--- config.mk ---
export PLATFORM = sky130hd
export DESIGN_NAME = ft245_fifo_if
export DESIGN_NICKNAME = d
export VERILOG_FILES = /design/src/rtl/ft245_fifo_if_pkg.sv /design/src/rtl/sync_ff.sv /design/src/rtl/ft245_fifo_if.sv
export SDC_FILE = /design/constraint.sdc
export NUM_CORES = 1
export LEC_CHECK = 0
export ABC_AREA = 1
export BUFFER_PORTS_ARGS = -buffer_cell sky130_fd_sc_hd__buf_4
export CAP_MARGIN = 20
export CORE_MARGIN = 3
export CORE_UTILIZATION = 51
export DETAILED_ROUTE_END_ITERATION = 6
export PLACE_DENSITY = 0.83
export SETUP_SLACK_MARGIN = 0.02
export SYNTH_ARGS = -nofsm -noshare
export SYNTH_HDL_FRONTEND = slang
export SYNTH_SLANG_ARGS = --single-unit
--- constraint.sdc ---
create_clock -name clk -period 1.87 [get_ports clk]
set_clock_uncertainty 0.1 [all_clocks]
set_input_delay 0.4675 -clock clk [delete_from_list [all_inputs] [get_ports clk]]
set_output_delay 0.4675 -clock clk [all_outputs]
set_load 0.02 [all_outputs]
--- src/rtl/ft245_fifo_if_pkg.sv ---
// Shared types and default timing for the FT245 asynchronous FIFO front end.
package ft245_fifo_if_pkg;

    typedef enum logic [2:0] {
        IDLE,
        RD_LOW,
        RD_HIGH,
        WR_SETUP,
        WR_HIGH,
        WR_HOLD
    } ft_state_t;

    // Defaults assume a 100 MHz system clock.
    localparam int FT_RD_LOW_CYCLES   = 5;
    localparam int FT_RD_HIGH_CYCLES  = 3;
    localparam int FT_WR_SETUP_CYCLES = 1;
    localparam int FT_WR_HIGH_CYCLES  = 5;
    localparam int FT_WR_HOLD_CYCLES  = 3;
    localparam int FT_SYNC_STAGES     = 2;

    function automatic int max_int(input int a, input int b);
        return (a > b) ? a : b;
    endfunction

endpackage

--- src/rtl/sync_ff.sv ---
// Single-bit multi-flop synchroniser with a selectable reset level.
module sync_ff #(
    parameter int   DEPTH     = 2,
    parameter logic RESET_VAL = 1'b1
) (
    input  logic clk,
    input  logic reset_n,
    input  logic d,
    output logic q
);

    logic [DEPTH-1:0] stage;

    always_ff @(posedge clk or negedge reset_n) begin
        if (!reset_n) begin
            stage <= {DEPTH{RESET_VAL}};
        end else begin
            stage[0] <= d;
            for (int i = 1; i < DEPTH; i++) begin
                stage[i] <= stage[i-1];
            end
        end
    end

    assign q = stage[DEPTH-1];

endmodule

--- src/rtl/ft245_fifo_if.sv ---
// FT245 pin sequencer: RD#/WR strobe timing, data bus enable and RX/TX
// valid/ready streams with round-robin arbitration between the two.
module ft245_fifo_if
    import ft245_fifo_if_pkg::*;
#(
    parameter int RD_LOW_CYCLES   = FT_RD_LOW_CYCLES,
    parameter int RD_HIGH_CYCLES  = FT_RD_HIGH_CYCLES,
    parameter int WR_SETUP_CYCLES = FT_WR_SETUP_CYCLES,
    parameter int WR_HIGH_CYCLES  = FT_WR_HIGH_CYCLES,
    parameter int WR_HOLD_CYCLES  = FT_WR_HOLD_CYCLES,
    parameter int SYNC_STAGES     = FT_SYNC_STAGES
) (
    input  logic       clk,
    input  logic       reset_n,
    input  logic       FT_RX_Full_n,
    input  logic       FT_TX_Enable_n,
    input  logic       FT_PWR_n,
    output logic       FT_RD_Strobe_n,
    output logic       FT_WR_Strobe,
    input  logic [7:0] ft_data_in,
    output logic [7:0] ft_data_out,
    output logic       ft_data_oe,
    output logic [7:0] rx_data,
    output logic       rx_valid,
    input  logic       rx_ready,
    input  logic [7:0] tx_data,
    input  logic       tx_valid,
    output logic       tx_ready,
    output logic       usb_active,
    output logic       usb_power
);

    localparam int MAX_CYCLES = max_int(max_int(max_int(RD_LOW_CYCLES, RD_HIGH_CYCLES),
                                                max_int(WR_SETUP_CYCLES, WR_HIGH_CYCLES)),
                                        WR_HOLD_CYCLES);
    localparam int CNT_W = $clog2(MAX_CYCLES + 1);

    localparam logic [CNT_W-1:0] RD_LOW_LOAD   = CNT_W'(RD_LOW_CYCLES - 1);
    localparam logic [CNT_W-1:0] RD_HIGH_LOAD  = CNT_W'(RD_HIGH_CYCLES - 1);
    localparam logic [CNT_W-1:0] WR_SETUP_LOAD = CNT_W'(WR_SETUP_CYCLES - 1);
    localparam logic [CNT_W-1:0] WR_HIGH_LOAD  = CNT_W'(WR_HIGH_CYCLES - 1);
    localparam logic [CNT_W-1:0] WR_HOLD_LOAD  = CNT_W'(WR_HOLD_CYCLES - 1);
    localparam logic [CNT_W-1:0] CNT_ONE       = CNT_W'(1);

    // Recovery phases must outlast the flag synchronisers, or a stale flag is re-read.
    if (RD_LOW_CYCLES < 1 || RD_HIGH_CYCLES < 1 || WR_SETUP_CYCLES < 1 ||
        WR_HIGH_CYCLES < 1 || WR_HOLD_CYCLES < 1 || SYNC_STAGES < 1) begin : g_bad_zero
        $error("ft245_fifo_if: timing parameters and SYNC_STAGES must be >= 1");
    end
    if (RD_HIGH_CYCLES < SYNC_STAGES + 1 || WR_HOLD_CYCLES < SYNC_STAGES + 1) begin : g_bad_recovery
        $error("ft245_fifo_if: RD_HIGH_CYCLES and WR_HOLD_CYCLES must be >= SYNC_STAGES+1");
    end

    ft_state_t        state;
    logic [CNT_W-1:0] cnt;
    logic             last_rx;
    logic             rxf_sync;
    logic             txe_sync;
    logic             pwr_sync;
    logic             pwr_ok;
    logic             rxf_ok;
    logic             txe_ok;
    logic             want_tx;
    logic             grant_rx;
    logic             grant_tx;

    sync_ff #(.DEPTH(SYNC_STAGES), .RESET_VAL(1'b1)) u_sync_rxf (
        .clk     (clk),
        .reset_n (reset_n),
        .d       (FT_RX_Full_n),
        .q       (rxf_sync)
    );

    sync_ff #(.DEPTH(SYNC_STAGES), .RESET_VAL(1'b1)) u_sync_txe (
        .clk     (clk),
        .reset_n (reset_n),
        .d       (FT_TX_Enable_n),
        .q       (txe_sync)
    );

    sync_ff #(.DEPTH(SYNC_STAGES), .RESET_VAL(1'b1)) u_sync_pwr (
        .clk     (clk),
        .reset_n (reset_n),
        .d       (FT_PWR_n),
        .q       (pwr_sync)
    );

    assign pwr_ok    = ~pwr_sync;
    assign usb_power = pwr_ok;
    assign rxf_ok    = ~rxf_sync & pwr_ok & ~rx_valid;
    assign txe_ok    = ~txe_sync & pwr_ok;
    assign want_tx   = txe_ok & tx_valid;

    // When both directions are pending, the one not served last wins.
    assign grant_rx  = rxf_ok & (~want_tx | ~last_rx);
    assign grant_tx  = want_tx & (~rxf_ok | last_rx);
    assign tx_ready  = (state == IDLE) & grant_tx;

    always_ff @(posedge clk or negedge reset_n) begin
        if (!reset_n) begin
            state          <= IDLE;
            cnt            <= '0;
            last_rx        <= 1'b0;
            FT_RD_Strobe_n <= 1'b1;
            FT_WR_Strobe   <= 1'b0;
            ft_data_out    <= '0;
            ft_data_oe     <= 1'b0;
            rx_data        <= '0;
            rx_valid       <= 1'b0;
            usb_active     <= 1'b0;
        end else begin
            if (rx_valid && rx_ready) begin
                rx_valid <= 1'b0;
            end

            case (state)
                IDLE: begin
                    if (grant_rx) begin
                        state          <= RD_LOW;
                        cnt            <= RD_LOW_LOAD;
                        FT_RD_Strobe_n <= 1'b0;
                        usb_active     <= 1'b1;
                        last_rx        <= 1'b1;
                    end else if (grant_tx) begin
                        state        <= WR_SETUP;
                        cnt          <= WR_SETUP_LOAD;
                        ft_data_out  <= tx_data;
                        ft_data_oe   <= 1'b1;
                        FT_WR_Strobe <= 1'b0;
                        usb_active   <= 1'b1;
                        last_rx      <= 1'b0;
                    end
                end

                RD_LOW: begin
                    if (cnt == '0) begin
                        rx_data        <= ft_data_in;
                        rx_valid       <= 1'b1;
                        FT_RD_Strobe_n <= 1'b1;
                        state          <= RD_HIGH;
                        cnt            <= RD_HIGH_LOAD;
                    end else begin
                        cnt <= cnt - CNT_ONE;
                    end
                end

                RD_HIGH: begin
                    if (cnt == '0) begin
                        state      <= IDLE;
                        usb_active <= 1'b0;
                    end else begin
                        cnt <= cnt - CNT_ONE;
                    end
                end

                WR_SETUP: begin
                    if (cnt == '0) begin
                        FT_WR_Strobe <= 1'b1;
                        state        <= WR_HIGH;
                        cnt          <= WR_HIGH_LOAD;
                    end else begin
                        cnt <= cnt - CNT_ONE;
                    end
                end

                // The chip latches the byte on the falling edge of WR.
                WR_HIGH: begin
                    if (cnt == '0) begin
                        FT_WR_Strobe <= 1'b0;
                        state        <= WR_HOLD;
                        cnt          <= WR_HOLD_LOAD;
                    end else begin
                        cnt <= cnt - CNT_ONE;
                    end
                end

                WR_HOLD: begin
                    ft_data_oe <= 1'b0;
                    if (cnt == '0) begin
                        state      <= IDLE;
                        usb_active <= 1'b0;
                    end else begin
                        cnt <= cnt - CNT_ONE;
                    end
                end

                default: begin
                    state          <= IDLE;
                    cnt            <= '0;
                    FT_RD_Strobe_n <= 1'b1;
                    FT_WR_Strobe   <= 1'b0;
                    ft_data_oe     <= 1'b0;
                    usb_active     <= 1'b0;
                end
            endcase
        end
    end

endmodule

==> results.py, run 1 <==
metrics = {
    "status": {
        "run_status": "completed",
    },
    "clock_tree": {
        "numClockSinks": 34,
        "clkSlewWorstSetupHoldPaths_ns": 0.10,
        "htree_num_levels": 2,
        "cts_made_buffers": 5,
        "ctsRootBufferMaster": "sky130_fd_sc_hd__clkbuf_4",
        "tritoncts": "built",
        "cts.path.max_buffers": 2,
        "clock_latency_ns": 0.34,
    },
    "sta": {
        "fin_hold_ws_ns": 0.128,
        "slew_violations": 0,
        "finalWorstSetupSlack_ns": 0.00972,
        "max_slew_margin": 0.725,
        "fmaxAchievable_mhz": 538,
        "rsz0062_at_grt": "true",
        "part_of_the_cycle_the_worst_path_needs": 0.995,
        "report.final.hold_viol_count": 0,
        "setup_viol": 0,
        "final_period_minus_worst_setup_slack_ns": 1.86,
        "worst-slew-pin-transition_ns": 0.412,
    },
    "detailed_routing": {
        "vias": 1451,
        "drtPass1Iterations": 4,
        "route.antenna.remaining_nets": 0,
        "vias_per_cell": 5.04,
        "drc": 0,
        "final_routed_wirelength_across_all_metal_layers_mm": 3.45,
        "drt_iter0_markers": 45,
        "routed_wire_length_per_instance_um": 12.0,
    },
    "min_path": {
        "holdCritPathClass": "in -> reg",
    },
    "global_routing": {
        "maximum_number_of_pins_on_one_net_before_global_route_repair": 35,
        "antenna_violations_before_repair": 0,
        "grt_first_pass_wirelength_mm": 5.60,
        "grt_use_total": 0.204,
        "first_global_vias": 1339,
        "overflow": 0,
    },
    "yosys": {
        "syn-num-nets": 222,
        "synthesis.yosys.warnings": 0,
        "synth.avg_cell_area_um2": 8.03,
        "mappedNetlistArea_mm2": 0.00158,
        "synth_seq_cells": 34,
        "sequential_element_share_of_the_synthesized_area": 0.544,
        "postSynthCellCount": 197,
        "netlist-cell-type-count": 18,
    },
    "worst_setup_path": {
        "critical_path_arrival_ns": 1.29,
        "cp-end-kind": "primary output",
        "setup.worst_path.class": "reg -> out",
        "timing.critical_path.fanout_max": 2,
        "critPathLaunchType": "flip-flop",
        "cp.required_ns": 1.30,
    },
    "placement": {
        "port_buffers": 45,
        "dp_slack_ns": 0.238,
        "dpl.hpwl_mm": 2.41,
        "postPlaceCellArea_mm2": 0.00197,
        "gp_congestion": 0.849,
    },
    "power_and_ir_drop": {
        "max-vdd-ir-drop_v": 0.00107,
        "power_per_cell_area_mw_per_mm2": 1820,
        "fin_total_pwr_mw": 3.92,
        "total_leakage_power_nw": 1.20,
    },
    "run": {
        "maxCapViolations": 0,
    },
    "layout": {
        "flow.area_growth_from_synthesis_pct": 35.8,
        "finalInstanceArea_mm2": 0.00215,
        "fin_nets": 281,
        "drive_above_1_share": 0.350,
        "antenna-diode-count": 0,
        "num-fill-cells": 219,
    },
    "die": {
        "floorplan.die_area_mm2": 0.00381,
        "num_io_pins": 46,
        "die_y_um": 61.7,
        "placement_rows": 19,
        "core_region_area_mm2": 0.00285,
        "die-width_um": 61.7,
        "initial_utilization": 0.554,
    },
}
-- routing by layer --
metal,GRT usage,share of wire,vias up
met3,0.0839,0.050,5
li1,-,-,724
met1,0.250,0.44,678
met2,0.327,0.50,44
met5,0,0,-
met4,0.0667,0.010,0
-- sequential cells by signal, indices dropped and copies added (netlist names), 2 cells and up --
| name | flops |
|---|---|
| state | 3 |
| ft_data_out | 8 |
| u_sync_rxf.stage | 2 |
| u_sync_txe.stage | 2 |
| cnt | 3 |
| u_sync_pwr.stage | 2 |
| rx_data | 8 |
-- worst max-delay path, cell delays in order (launching register included) --
cell and delay [ns]:
sky130_fd_sc_hd__dfrtp_2 0.44, sky130_fd_sc_hd__nor3_4 0.23, sky130_fd_sc_hd__inv_2 0.07, sky130_fd_sc_hd__nor2_4 0.10, sky130_fd_sc_hd__buf_6 0.12
-- cell type report --
cell class | instances | area, um2 | share of cell area
repair buffers | 53 | 404 | 0.188
well taps | 31 | 38.8 | 0.0181
clock inverters | 2 | 60.1 | 0.0280
clock buffers | 6 | 51.3 | 0.0239
inverters | 23 | 86.3 | 0.0402
multi-input cells | 139 | 643 | 0.300
flip-flops and latches | 34 | 863 | 0.402
-- final timing paths --
kind                                          start             endpoint  cells past startpoint  slack (ns)
worst min-delay path                 FT_TX_Enable_n  u_sync_txe.stage[0]                      1        0.13
worst min register to register  u_sync_pwr.stage[0]  u_sync_pwr.stage[1]                      0        0.26
worst max-delay path                       state[2]             tx_ready                      4        0.01
min in group asynchronous                   reset_n           usb_active                      2        0.49
worst max register to register               cnt[0]           rx_data[0]                      7        0.25
max in group asynchronous                   reset_n  u_sync_pwr.stage[0]                      2        0.85
-- synth_stat cells (all sizes together) --
cell type,n,area [um2]
nand2,101,392
dfrtp,27,676
inv,23,86.3
nand3,17,100
nor2,8,40.0
dfstp,7,184
nand4,4,25.0
o21ai,4,20.0
a21oi,2,10.0
ha,2,25.0
buf,1,7.51
nor3,1,16.3
-- metrics by stage --
| step | TNS, ns | util | cells |
|---|---|---|---|
| floorplan | 0 | - | 197 |
| global placement | 0 | 0.689 | 274 |
| detailed placement | 0 | 0.689 | 274 |
| CTS | 0 | 0.752 | 288 |
| global route | -0.0888 | 0.753 | 288 |
| finish | 0 | 0.753 | 288 |
-- cells in the final DEF (no fill, tap or decap), types with 3 or more instances in the layout --
| cell type | netlist | layout |
|---|---|---|
| sky130_fd_sc_hd__inv_2 | 5 | 6 |
| sky130_fd_sc_hd__nand4_1 | 4 | 4 |
| sky130_fd_sc_hd__nand2_2 | 5 | 6 |
| sky130_fd_sc_hd__nand3_1 | 14 | 13 |
| sky130_fd_sc_hd__nor2_1 | 6 | 5 |
| sky130_fd_sc_hd__nand2_1 | 96 | 95 |
| sky130_fd_sc_hd__dfstp_2 | 7 | 7 |
| sky130_fd_sc_hd__nand3_2 | 3 | 4 |
| sky130_fd_sc_hd__inv_1 | 18 | 17 |
| sky130_fd_sc_hd__dfrtp_1 | 27 | 24 |
| sky130_fd_sc_hd__buf_4 | 1 | 51 |
| sky130_fd_sc_hd__dfrtp_2 | 0 | 3 |
| sky130_fd_sc_hd__clkbuf_4 | 0 | 5 |
-- what timing repair did --
item                                    in CTS  in global routing
resized for setup                            8                  1
buffers inserted                             5                  0
gates cloned                                 0                  0
endpoints found under the hold margin       27                  0
hold buffers                                 1                  0
pin swaps                                    2                  1
endpoints found under the setup margin       1                  1
-- where the power goes --
| part | leakage [nW] | internal [mW] | switching [mW] |
|---|---|---|---|
| sequential | 0.408 | 1.05 | 0.189 |
| combinational | 0.737 | 0.751 | 1.23 |
| clock | 0.0585 | 0.453 | 0.252 |
-- cell families after synthesis --
family | share of synthesized area
buffers and inverters | 0.0593
DFF | 0.544
adders and majority gates | 0.0158
AOI/OAI and AO/OA | 0.0190
and+or+nand+nor | 0.362
(Power assumes the default switching activity.)
==> run 2, diff against run 1 <==
--- a/config.mk
+++ b/config.mk
@@ -11,7 +11,7 @@
 export CORE_MARGIN = 3
 export CORE_UTILIZATION = 51
 export DETAILED_ROUTE_END_ITERATION = 6
-export PLACE_DENSITY = 0.83
+export PLACE_DENSITY_LB_ADDON = 0.15
 export SETUP_SLACK_MARGIN = 0.02
 export SYNTH_ARGS = -nofsm -noshare
 export SYNTH_HDL_FRONTEND = slang
==> results.py, run 2 (same netlist as run 1, synthesis figures left out) <==
metrics = {
    "worst_setup_path": {
        "critPathLaunchType": "flip-flop",
        "critical_path.slowest_cell": "sky130_fd_sc_hd__dfrtp_2",
        "cp-end-kind": "primary output",
        "cp.buffers_inverters": 2,
        "slowest_delay_ns": 0.44,
        "setup.worst_path.class": "reg -> out",
        "timing.critical_path.fanout_max": 3,
        "critical_path_arrival_ns": 1.26,
        "cp.required_ns": 1.30,
        "crit_chain": "nor3_4 > inv_2 > nor2_4 > buf_6",
        "cp_top_family": "flip-flops",
    },
    "layout": {
        "layout.cells.most_common_list": "95 x sky130_fd_sc_hd__nand2_1, 51 x sky130_fd_sc_hd__buf_4, 24 x sky130_fd_sc_hd__dfrtp_1",
        "drive_above_1_share": 0.346,
        "flow.area_growth_from_synthesis_pct": 33.9,
        "finalInstanceArea_mm2": 0.00212,
        "num-fill-cells": 228,
        "reg_top3": "ft_data_out (8), rx_data (8)",
        "fin_nets": 281,
        "final_common_cell": "sky130_fd_sc_hd__nand2_1",
        "instances_no_fill": 288,
        "antenna-diode-count": 0,
        "final_core_utilization": 0.743,
    },
    "placement": {
        "dp_slack_ns": 0.257,
        "gp_congestion": 0.840,
        "postPlaceCellArea_mm2": 0.00197,
        "place.detailed.instances": 274,
        "dpl.hpwl_mm": 2.35,
        "port_buffers": 45,
    },
    "detailed_routing": {
        "drtPass1Iterations": 4,
        "final_routed_wirelength_across_all_metal_layers_mm": 3.30,
        "route.antenna.remaining_nets": 0,
        "routed_wire_length_per_instance_um": 11.5,
        "drc": 0,
        "drt_iter0_markers": 84,
        "vias_per_cell": 4.76,
        "vias": 1371,
    },
    "clock_tree": {
        "cts_made_buffers": 5,
        "clock_latency_ns": 0.33,
        "numClockSinks": 34,
        "tritoncts": "built",
        "ctsRootBufferMaster": "sky130_fd_sc_hd__clkbuf_4",
        "htree_num_levels": 2,
        "cts.path.max_buffers": 2,
        "clkSlewWorstSetupHoldPaths_ns": 0.11,
    },
    "sta": {
        "part_of_the_cycle_the_worst_path_needs": 0.976,
        "worst-slew-pin-transition_ns": 0.405,
        "rsz0062_at_grt": "true",
        "final_period_minus_worst_setup_slack_ns": 1.82,
        "max_slew_margin": 0.730,
        "setup_viol": 0,
        "fin_hold_ws_ns": 0.134,
        "fmaxAchievable_mhz": 548,
        "slew_violations": 0,
        "finalWorstSetupSlack_ns": 0.0457,
        "report.final.hold_viol_count": 0,
    },
    "run": {
        "maxCapViolations": 0,
    },
    "power_and_ir_drop": {
        "total_leakage_power_nw": 1.18,
        "max-vdd-ir-drop_v": 0.000886,
        "power_per_cell_area_mw_per_mm2": 1760,
    },
    "die": {
        "die_y_um": 61.7,
        "placement_rows": 19,
        "core_region_area_mm2": 0.00285,
        "initial_utilization": 0.554,
        "die-width_um": 61.7,
        "floorplan.die_area_mm2": 0.00381,
        "num_io_pins": 46,
    },
    "global_routing": {
        "first_global_vias": 1210,
        "grt_first_pass_wirelength_mm": 5.20,
        "antenna_violations_before_repair": 0,
        "maximum_number_of_pins_on_one_net_before_global_route_repair": 35,
        "overflow": 0,
        "grt_use_total": 0.189,
    },
    "status": {
        "run_status": "completed",
    },
    "min_path": {
        "holdCritPathClass": "in -> reg",
    },
}
==> run 2: what timing repair did <==
action                                 4_1_cts  5_1_grt
buffers inserted                             2        3
pin swaps                                    2        1
endpoints found under the hold margin       27        0
hold buffers                                 1        0
setup endpoints to repair                    1        1
resized for setup                            6        2
==> run 2: power breakdown <==
part           switching (mW)  internal, mW  total, mW
logic                    1.21         0.768       1.98
registers               0.186          1.05       1.23
clock network           0.243         0.280      0.523
total                    1.64          2.09       3.74
==> run 2: cell type report <==
cell class | instances | area, um2 | area share
Sequential cell | 34 | 863 | 0.408
Multi-Input combinational cell | 139 | 643 | 0.304
Timing Repair Buffer | 53 | 404 | 0.191
Inverter | 23 | 86.3 | 0.0408
Clock inverter | 3 | 45.0 | 0.0213
Tap cell | 31 | 38.8 | 0.0183
Clock buffer | 5 | 37.5 | 0.0177
==> run 2: routing by layer <==
metal,share of wire,global-route usage,vias to the layer above
li1,-,-,726
met2,0.50,0.299,30
met5,0,0,-
met4,0.013,0.0727,0
met3,0.044,0.0503,4
met1,0.44,0.247,611
==> run 2: per-stage QoR <==
step / total power [mW] / TNS [ns]
3_5_place_dp: 3.14 / 0
2_1_floorplan: 2.50 / 0
6_report: 3.74 / 0
4_1_cts: 3.71 / 0
5_1_grt: 4.06 / -0.0404
3_3_place_gp: 3.12 / 0
==> run 2: final timing paths <==
path | from | to | slack (ns) | cells after the start
max in group asynchronous | reset_n | u_sync_rxf.stage[1] | 0.83 | 2
hold / removal | FT_RX_Full_n | u_sync_rxf.stage[0] | 0.13 | 1
min in group asynchronous | reset_n | rx_data[7] | 0.50 | 2
setup / recovery | state[1] | tx_ready | 0.05 | 4
hold reg to reg | u_sync_txe.stage[0] | u_sync_txe.stage[1] | 0.28 | 0
setup reg to reg | state[2] | rx_data[1] | 0.16 | 8
==> run 2: worst register-to-register path: stages, from the launching register on <==
cell and delay (ns):
sky130_fd_sc_hd__dfrtp_2 0.44, sky130_fd_sc_hd__buf_4 0.13, sky130_fd_sc_hd__buf_4 0.14, sky130_fd_sc_hd__inv_1 0.09
sky130_fd_sc_hd__nand3_2 0.16, sky130_fd_sc_hd__nor2_4 0.27, sky130_fd_sc_hd__inv_2 0.14, sky130_fd_sc_hd__nand2_1 0.09
sky130_fd_sc_hd__nand2_1 0.05
